$ cat config.mk
export PLATFORM = sky130hd
export DESIGN_NAME = arm_run_ctrl
export DESIGN_NICKNAME = d
export VERILOG_FILES = /design/src/rtl/arm_run_ctrl.sv
export SDC_FILE = /design/constraint.sdc
export NUM_CORES = 1
export LEC_CHECK = 0
export ABC_AREA = 1
export BUFFER_PORTS_ARGS = -buffer_cell sky130_fd_sc_hd__clkbuf_2
export CAP_MARGIN = 20
export CORE_ASPECT_RATIO = 0.9
export CORE_MARGIN = 2
export CORE_UTILIZATION = 46
export DETAILED_ROUTE_END_ITERATION = 6
export PLACE_DENSITY = 0.8
export SLEW_MARGIN = 20
export SYNTH_ARGS = -nofsm -noshare
export SYNTH_HDL_FRONTEND = slang
export SYNTH_SLANG_ARGS = --single-unit
$ cat constraint.sdc
create_clock -name clk -period 2 [get_ports clk]
set_input_delay 0.2 -clock clk [delete_from_list [all_inputs] [get_ports clk]]
set_output_delay 0.2 -clock clk [all_outputs]
set_load 0.005 [all_outputs]
$ cat src/rtl/arm_run_ctrl.sv
`timescale 1ns/1ps
// Run/step/breakpoint sequencer driving the ARM core's reset and global pipeline enable.
// Optional breakpoint logic is compiled in when RUN_CTRL_BKPT_EN is defined.
module arm_run_ctrl #(
   parameter int RST_HOLD_CYCLES = 16,
   parameter int STEP_CYCLES     = 1,
   parameter int CNT_W           = 32
) (
   input  logic             clk,
   input  logic             rst,
   input  logic             run_req,
   input  logic             step_req,
   input  logic             halt_req,
   input  logic [31:0]      if_pc,
   input  logic [31:0]      bkpt_addr,
   input  logic             bkpt_valid,
   output logic             cpu_rst,
   output logic             cpu_en,
   output logic             halted,
   output logic [1:0]       state,
   output logic             step_done,
   output logic             bkpt_hit,
   output logic [CNT_W-1:0] cycle_cnt
);

   typedef enum logic [1:0] {
      S_RST_HOLD = 2'd0,
      S_HALT     = 2'd1,
      S_RUN      = 2'd2,
      S_STEP     = 2'd3
   } state_t;

   localparam int HOLD_W = (RST_HOLD_CYCLES < 2) ? 1 : $clog2(RST_HOLD_CYCLES + 1);
   localparam int STEP_W = (STEP_CYCLES < 2) ? 1 : $clog2(STEP_CYCLES + 1);
   localparam logic [HOLD_W-1:0] HOLD_LAST = HOLD_W'(RST_HOLD_CYCLES - 1);
   localparam logic [STEP_W-1:0] STEP_LOAD = STEP_W'(STEP_CYCLES);
   localparam logic [STEP_W-1:0] STEP_ONE  = STEP_W'(1);

   state_t              state_r;
   state_t              state_nxt_s;
   logic [HOLD_W-1:0]   hold_cnt_r;
   logic [HOLD_W-1:0]   hold_cnt_nxt_s;
   logic [STEP_W-1:0]   step_cnt_r;
   logic [STEP_W-1:0]   step_cnt_nxt_s;
   logic                skip_r;
   logic                skip_nxt_s;
   logic                step_done_nxt_s;
   logic                bkpt_match_s;
   logic                cpu_rst_r;
   logic                halted_r;
   logic                step_done_r;
   logic                bkpt_hit_r;
   logic [CNT_W-1:0]    cycle_cnt_r;

`ifdef RUN_CTRL_BKPT_EN
   // The skip flag keeps the resume cycle from re-stopping on the frozen breakpoint PC.
   assign bkpt_match_s = bkpt_valid && (if_pc == bkpt_addr) && (state_r == S_RUN) && !skip_r;
`else
   logic unused_bkpt_s;
   assign unused_bkpt_s = ^{if_pc, bkpt_addr, bkpt_valid, skip_r};
   assign bkpt_match_s  = 1'b0;
`endif

   assign cpu_en    = ((state_r == S_RUN) && !bkpt_match_s) || (state_r == S_STEP);
   assign cpu_rst   = cpu_rst_r;
   assign halted    = halted_r;
   assign state     = state_r;
   assign step_done = step_done_r;
   assign bkpt_hit  = bkpt_hit_r;
   assign cycle_cnt = cycle_cnt_r;

   // Next-state and counter update logic.
   always_comb begin
      state_nxt_s     = state_r;
      hold_cnt_nxt_s  = hold_cnt_r;
      step_cnt_nxt_s  = step_cnt_r;
      skip_nxt_s      = skip_r;
      step_done_nxt_s = 1'b0;
      case (state_r)
         S_RST_HOLD: begin
            if (hold_cnt_r == HOLD_LAST) begin
               state_nxt_s    = S_HALT;
               hold_cnt_nxt_s = '0;
            end else begin
               hold_cnt_nxt_s = hold_cnt_r + HOLD_W'(1);
            end
         end
         S_HALT: begin
            if (run_req) begin
               state_nxt_s = S_RUN;
               skip_nxt_s  = 1'b1;
            end else if (step_req) begin
               state_nxt_s    = S_STEP;
               step_cnt_nxt_s = STEP_LOAD;
            end else begin
               state_nxt_s = S_HALT;
            end
         end
         S_RUN: begin
            skip_nxt_s = 1'b0;
            if (halt_req || bkpt_match_s) begin
               state_nxt_s = S_HALT;
            end else begin
               state_nxt_s = S_RUN;
            end
         end
         S_STEP: begin
            if (halt_req) begin
               state_nxt_s    = S_HALT;
               step_cnt_nxt_s = '0;
            end else if (step_cnt_r == STEP_ONE) begin
               state_nxt_s     = S_HALT;
               step_cnt_nxt_s  = '0;
               step_done_nxt_s = 1'b1;
            end else begin
               step_cnt_nxt_s = step_cnt_r - STEP_ONE;
            end
         end
         default: begin
            state_nxt_s = S_RST_HOLD;
         end
      endcase
   end

   // State, counters and registered outputs.
   always_ff @(posedge clk or posedge rst) begin
      if (rst) begin
         state_r     <= S_RST_HOLD;
         hold_cnt_r  <= '0;
         step_cnt_r  <= '0;
         skip_r      <= 1'b0;
         cpu_rst_r   <= 1'b1;
         halted_r    <= 1'b0;
         step_done_r <= 1'b0;
         bkpt_hit_r  <= 1'b0;
         cycle_cnt_r <= '0;
      end else begin
         state_r     <= state_nxt_s;
         hold_cnt_r  <= hold_cnt_nxt_s;
         step_cnt_r  <= step_cnt_nxt_s;
         skip_r      <= skip_nxt_s;
         cpu_rst_r   <= (state_nxt_s == S_RST_HOLD);
         halted_r    <= (state_nxt_s == S_HALT);
         step_done_r <= step_done_nxt_s;
         bkpt_hit_r  <= bkpt_match_s;
         cycle_cnt_r <= cycle_cnt_r + CNT_W'(cpu_en);
      end
   end

endmodule
### After elaboration in Yosys (flattened, before gate mapping)

Cells that the tools add are included.

* flip-flop bits (word level): 43
* input bits: 70
* logic and storage cells: 38

* add/sub/neg operators: 3
* eq/ne operators: 7
* multiplexer cells: 16
* reduce and logical (&&, ||, !) cells: 5

Operators with widths (number)
* $add A32 B1 Y32: 1
* $mux W2: 6
* $pmux W2 S4: 1
* $mux W1: 7
* $add A5 B1 Y5 const B: 1
* $eq A5 B4 Y1 const B: 1
* $mux W5: 1
* $eq A2 B1 Y1 const B: 2
* $eq A2 B2 Y1 const B: 2
* $logic_not A2 Y1: 2
* $ne A2 B2 Y1 const B: 2
* $reduce_and A3 Y1: 1
* $pmux W1 S2: 1
* $reduce_bool A2 Y1: 1
* $logic_or A1 B1 Y1: 1
* $sub A1 B1 Y1 const B: 1

### Longest topological paths before layout

* depth in word-level cells: 4
* depth in mapped cells: 10

### Worst setup path after synthesis

No wires, ideal clock.

* path kind: flip-flop to flip-flop
* from: register state_r[1] (netlist: state[1])
* to: register cycle_cnt_r[30] (netlist: cycle_cnt[30])
* arrival: 1.536 ns
* setup slack: 0.347 ns
* stages on the path, launching flop included: 11
* path buffers: 1
* clock period less this slack: 1.653 ns
* cells stage by stage: dfrtp_1 > clkbuf_1 > ha_1 > ha_1 > nand2_1 > nor2_2 > nand2_1 > nor2_4 > nand2_1 > nand2_1 > nand2_1

* word-level cells in the longest chain between the ends: 3
* elaborated cells on any way between the ends: 4
* classes of those cells: add/sub: 1; eq/ne: 2; reduce/logical: 1

RTL lines
* start, declared: RTL line 39 `state_t state_r;`
* start signal, assigned: RTL line 138 `state_r <= state_nxt_s;`
* $eq A2 B2 Y1, on equally long branches
* $logic_or A1 B1 Y1 *: RTL line 64 `assign cpu_en = ((state_r == S_RUN) && !bkpt_match_s) || (state_r == S_STEP);`
* named net cpu_en: RTL line 18 `output logic cpu_en,`
* $add A32 B1 Y32 *: RTL line 146 `cycle_cnt_r <= cycle_cnt_r + CNT_W'(cpu_en);`
* end signal, assigned: RTL line 146
* end, declared: RTL line 53 `logic [CNT_W-1:0] cycle_cnt_r;`

Mark *: on every way through the listed nets, which the timed path passes. The rest lies on a longest branch.
A chain may end at the register's enable or synchronous reset.

### Worst setup path in the final report

* from: register cycle_cnt_r[0] (netlist: cycle_cnt[0])
* to: register cycle_cnt_r[22] (netlist: cycle_cnt[22])

* word-level cells in the longest chain between the ends: 1

RTL lines (RTL line)
* $add A32 B1 Y32: 146

Every way passes these cells.

==> reports/results.ini <==
[run_status]
status=finished clean

[timing]
relSlewSlack_pct=64.5
fin_crit_ns=1.64
tightest_slew_ns=0.533
setup_viol=0
slew_violations=0
hold_viol=0
fin_crit_sh_pct=82.1
rsz0062_at_grt=no
skew_ns=0.00446
setup_tns_ns=0
fmax_ghz=0.609

[pwr]
power_mw=2.29
p_leak_nw=1.36
power.density_nw_per_um2=862
peakVddDrop_mv=0.519

[grt]
antenna_found_initial=0
gr-usage-all-layers_pct=18.5
top_usage_layer=met2
grt_pass1_wl_um=8100
grt_overflow_total=0
met2_usage_pct=31.5
grt.met1_usage_pct=22.8
grt_pass1_vias=1859
grt_max_degree=44
gr-usage-met3_pct=4.34

[clocking]
cts_htree_levels=2
insertion_delay_ns=0.30
post_cts_resize_count=0
numCtsBuffers=5
cts_hold_buf=0
post_cts_buffers=0
path_clk_slew_ns=0.08
cts_tree=done
cts_root_buffer=clkbuf_8
clock-sinks=43
clk_path_buf_depth=2

[floorplan]
initial_core_util_pct=47.4
core_um2=4800
io_pins=109
die_area_um2=5530
die_h_um=70.8
rows=24
die_w_um=78.2

[setup_path]
cp_data_required_time_ns=2.20
reg2reg_depth=9
setup.worst_path.end_class=flip-flop
critical_path_class=flip-flop to flip-flop
cp_max_fo=5
crit_path_start_kind=flip-flop
critical_path.top_delay_family=simple AND/OR/NAND/NOR gates
cp_num_buf_inv=0
crit_path_cell_trace=ha_1, ha_1, nand2_1, nor2_2, nand2_1, nor2_4, nand2_1, nand2_1, nand2_1
cpMaxStageDelayCell=dfrtp_1
cp.depth=9
cp_data_arrival_time_ns=1.84
slowest_delay_ns=0.38
worst_path_most_repeated_cell=nand2_1

[drt]
vias=1959
drt-pass1-iter-count=4
wire_per_inst_um=11.9
wirelength_um=4780
routed_via_density=4.87
drc=0
ant_nets=0
drt_iter0_drc=104

[cells_and_area]
utilization_pct=55.3
area_delta_synth_final_pct=16.6
final_cells=402
nets=410
drive_above_1_share_pct=21.4
antenna_cells=0
final_cell_mix=103 x nand2_1, 42 x dfrtp_1, 42 x clkbuf_2
layout_commonest_cell=nand2_1

[placed_design]
dp_hpwl_um=3640
gp_congestion=0.858
io_buffers=42
dp_cells=394

[synth]
synthCells=287
yosys_warnings=0
synth_area_leaders=dfrtp_1 46%, nand2_1 17%, nor2_1 6.8%
syn_nets=361
avgSynthCellArea_um2=7.93
synth_area_leader_cell=dfrtp_1
synth_seq_area_share_pct=47.3
yosys.area.top_type_share_pct=46.2
netlist_area_um2=2280
ys_types=27
synth_seq_cells=43

[min_path]
hold_path_class=primary input to asynchronous set/reset pin

[job]
drv_cap=0

## tightest hold or removal path, delay by kind of cell
| family | cells | cell delay [ns] |
|---|---|---|
| buffers and inverters | 3 | 0.57 |
## Yosys cell counts, drive strengths merged
cell type / count
a21oi: 1
dfrtp: 42
inv: 31
ha: 4
nand3: 11
a31oi: 1
dfstp: 1
a41oi: 1
clkbuf: 1
xnor2: 6
buf: 1
o21ai: 3
nand4: 1
o22ai: 1
xor2: 11
nand3b: 7
nor3: 1
conb: 1
nor2: 52
mux2: 1
nand2: 109
## state kept, by name, summed over array words and instances, names as in the netlist
name / count
cycle_cnt: 32
hold_cnt_r: 5
state: 2
cpu_rst: 1
halted: 1
step_cnt_r: 1
step_done: 1
## kinds of logic (layout without fill, tap and decap cells)
| group | Yosys count | count (layout) | share of synthesized area [%] |
|---|---|---|---|
| compound gates | 7 | 7 | 1.81 |
| xor+xnor | 17 | 17 | 6.87 |
| fa+ha+maj | 4 | 4 | 2.20 |
| buf+inv | 33 | 83 | 5.60 |
| flops | 43 | 43 | 47.3 |
| mux | 1 | 1 | 0.494 |
| other cells | 1 | 1 | 0.165 |
| simple gates | 181 | 181 | 35.5 |
## stage by stage
stage | hold WS [ns] | setup slack, ns | instance area [µm²]
after CTS | 0.0317 | 0.366 | 2660
after floorplan | 0.273 | 0.347 | 2280
after global routing | 0.0648 | 0.147 | 2660
after global placement | 0.351 | 0.427 | 2570
final | 0.00204 | 0.357 | 2660
after detailed placement | 0.360 | 0.379 | 2570
## final timing paths
check	start	to	slack (ns)
setup / recovery	cycle_cnt[0]	cycle_cnt[22]	0.36
min in group clk	halt_req	step_done	0.10
max in group asynchronous	rst	cpu_rst	1.63
setup reg to reg	cycle_cnt[0]	cycle_cnt[22]	0.36
hold reg to reg	hold_cnt_r[4]	hold_cnt_r[4]	0.51
hold / removal	rst	hold_cnt_r[0]	0.002
## cell type report
class	count	area (µm²)
clock buffers	5	68.8
clock inverters	3	15.0
fillers	466	2150
inverters	31	116
multi-input cells	211	1070
flip-flops and latches	43	1080
well taps	65	81.3
repair buffers	44	225
## layer usage
layer,vias up,share of wire (%)
li1,971,-
met1,922,43
met2,57,48
met3,9,6.2
met4,0,2.0
met5,-,0
## where the power goes
part	switching (mW)	internal [mW]	leakage, nW	total (mW)
Clock	0.301	0.239	0.0477	0.540
Sequential	0.138	1.03	0.572	1.17
Combinational	0.327	0.252	0.740	0.578
(Power assumes the default switching activity.)
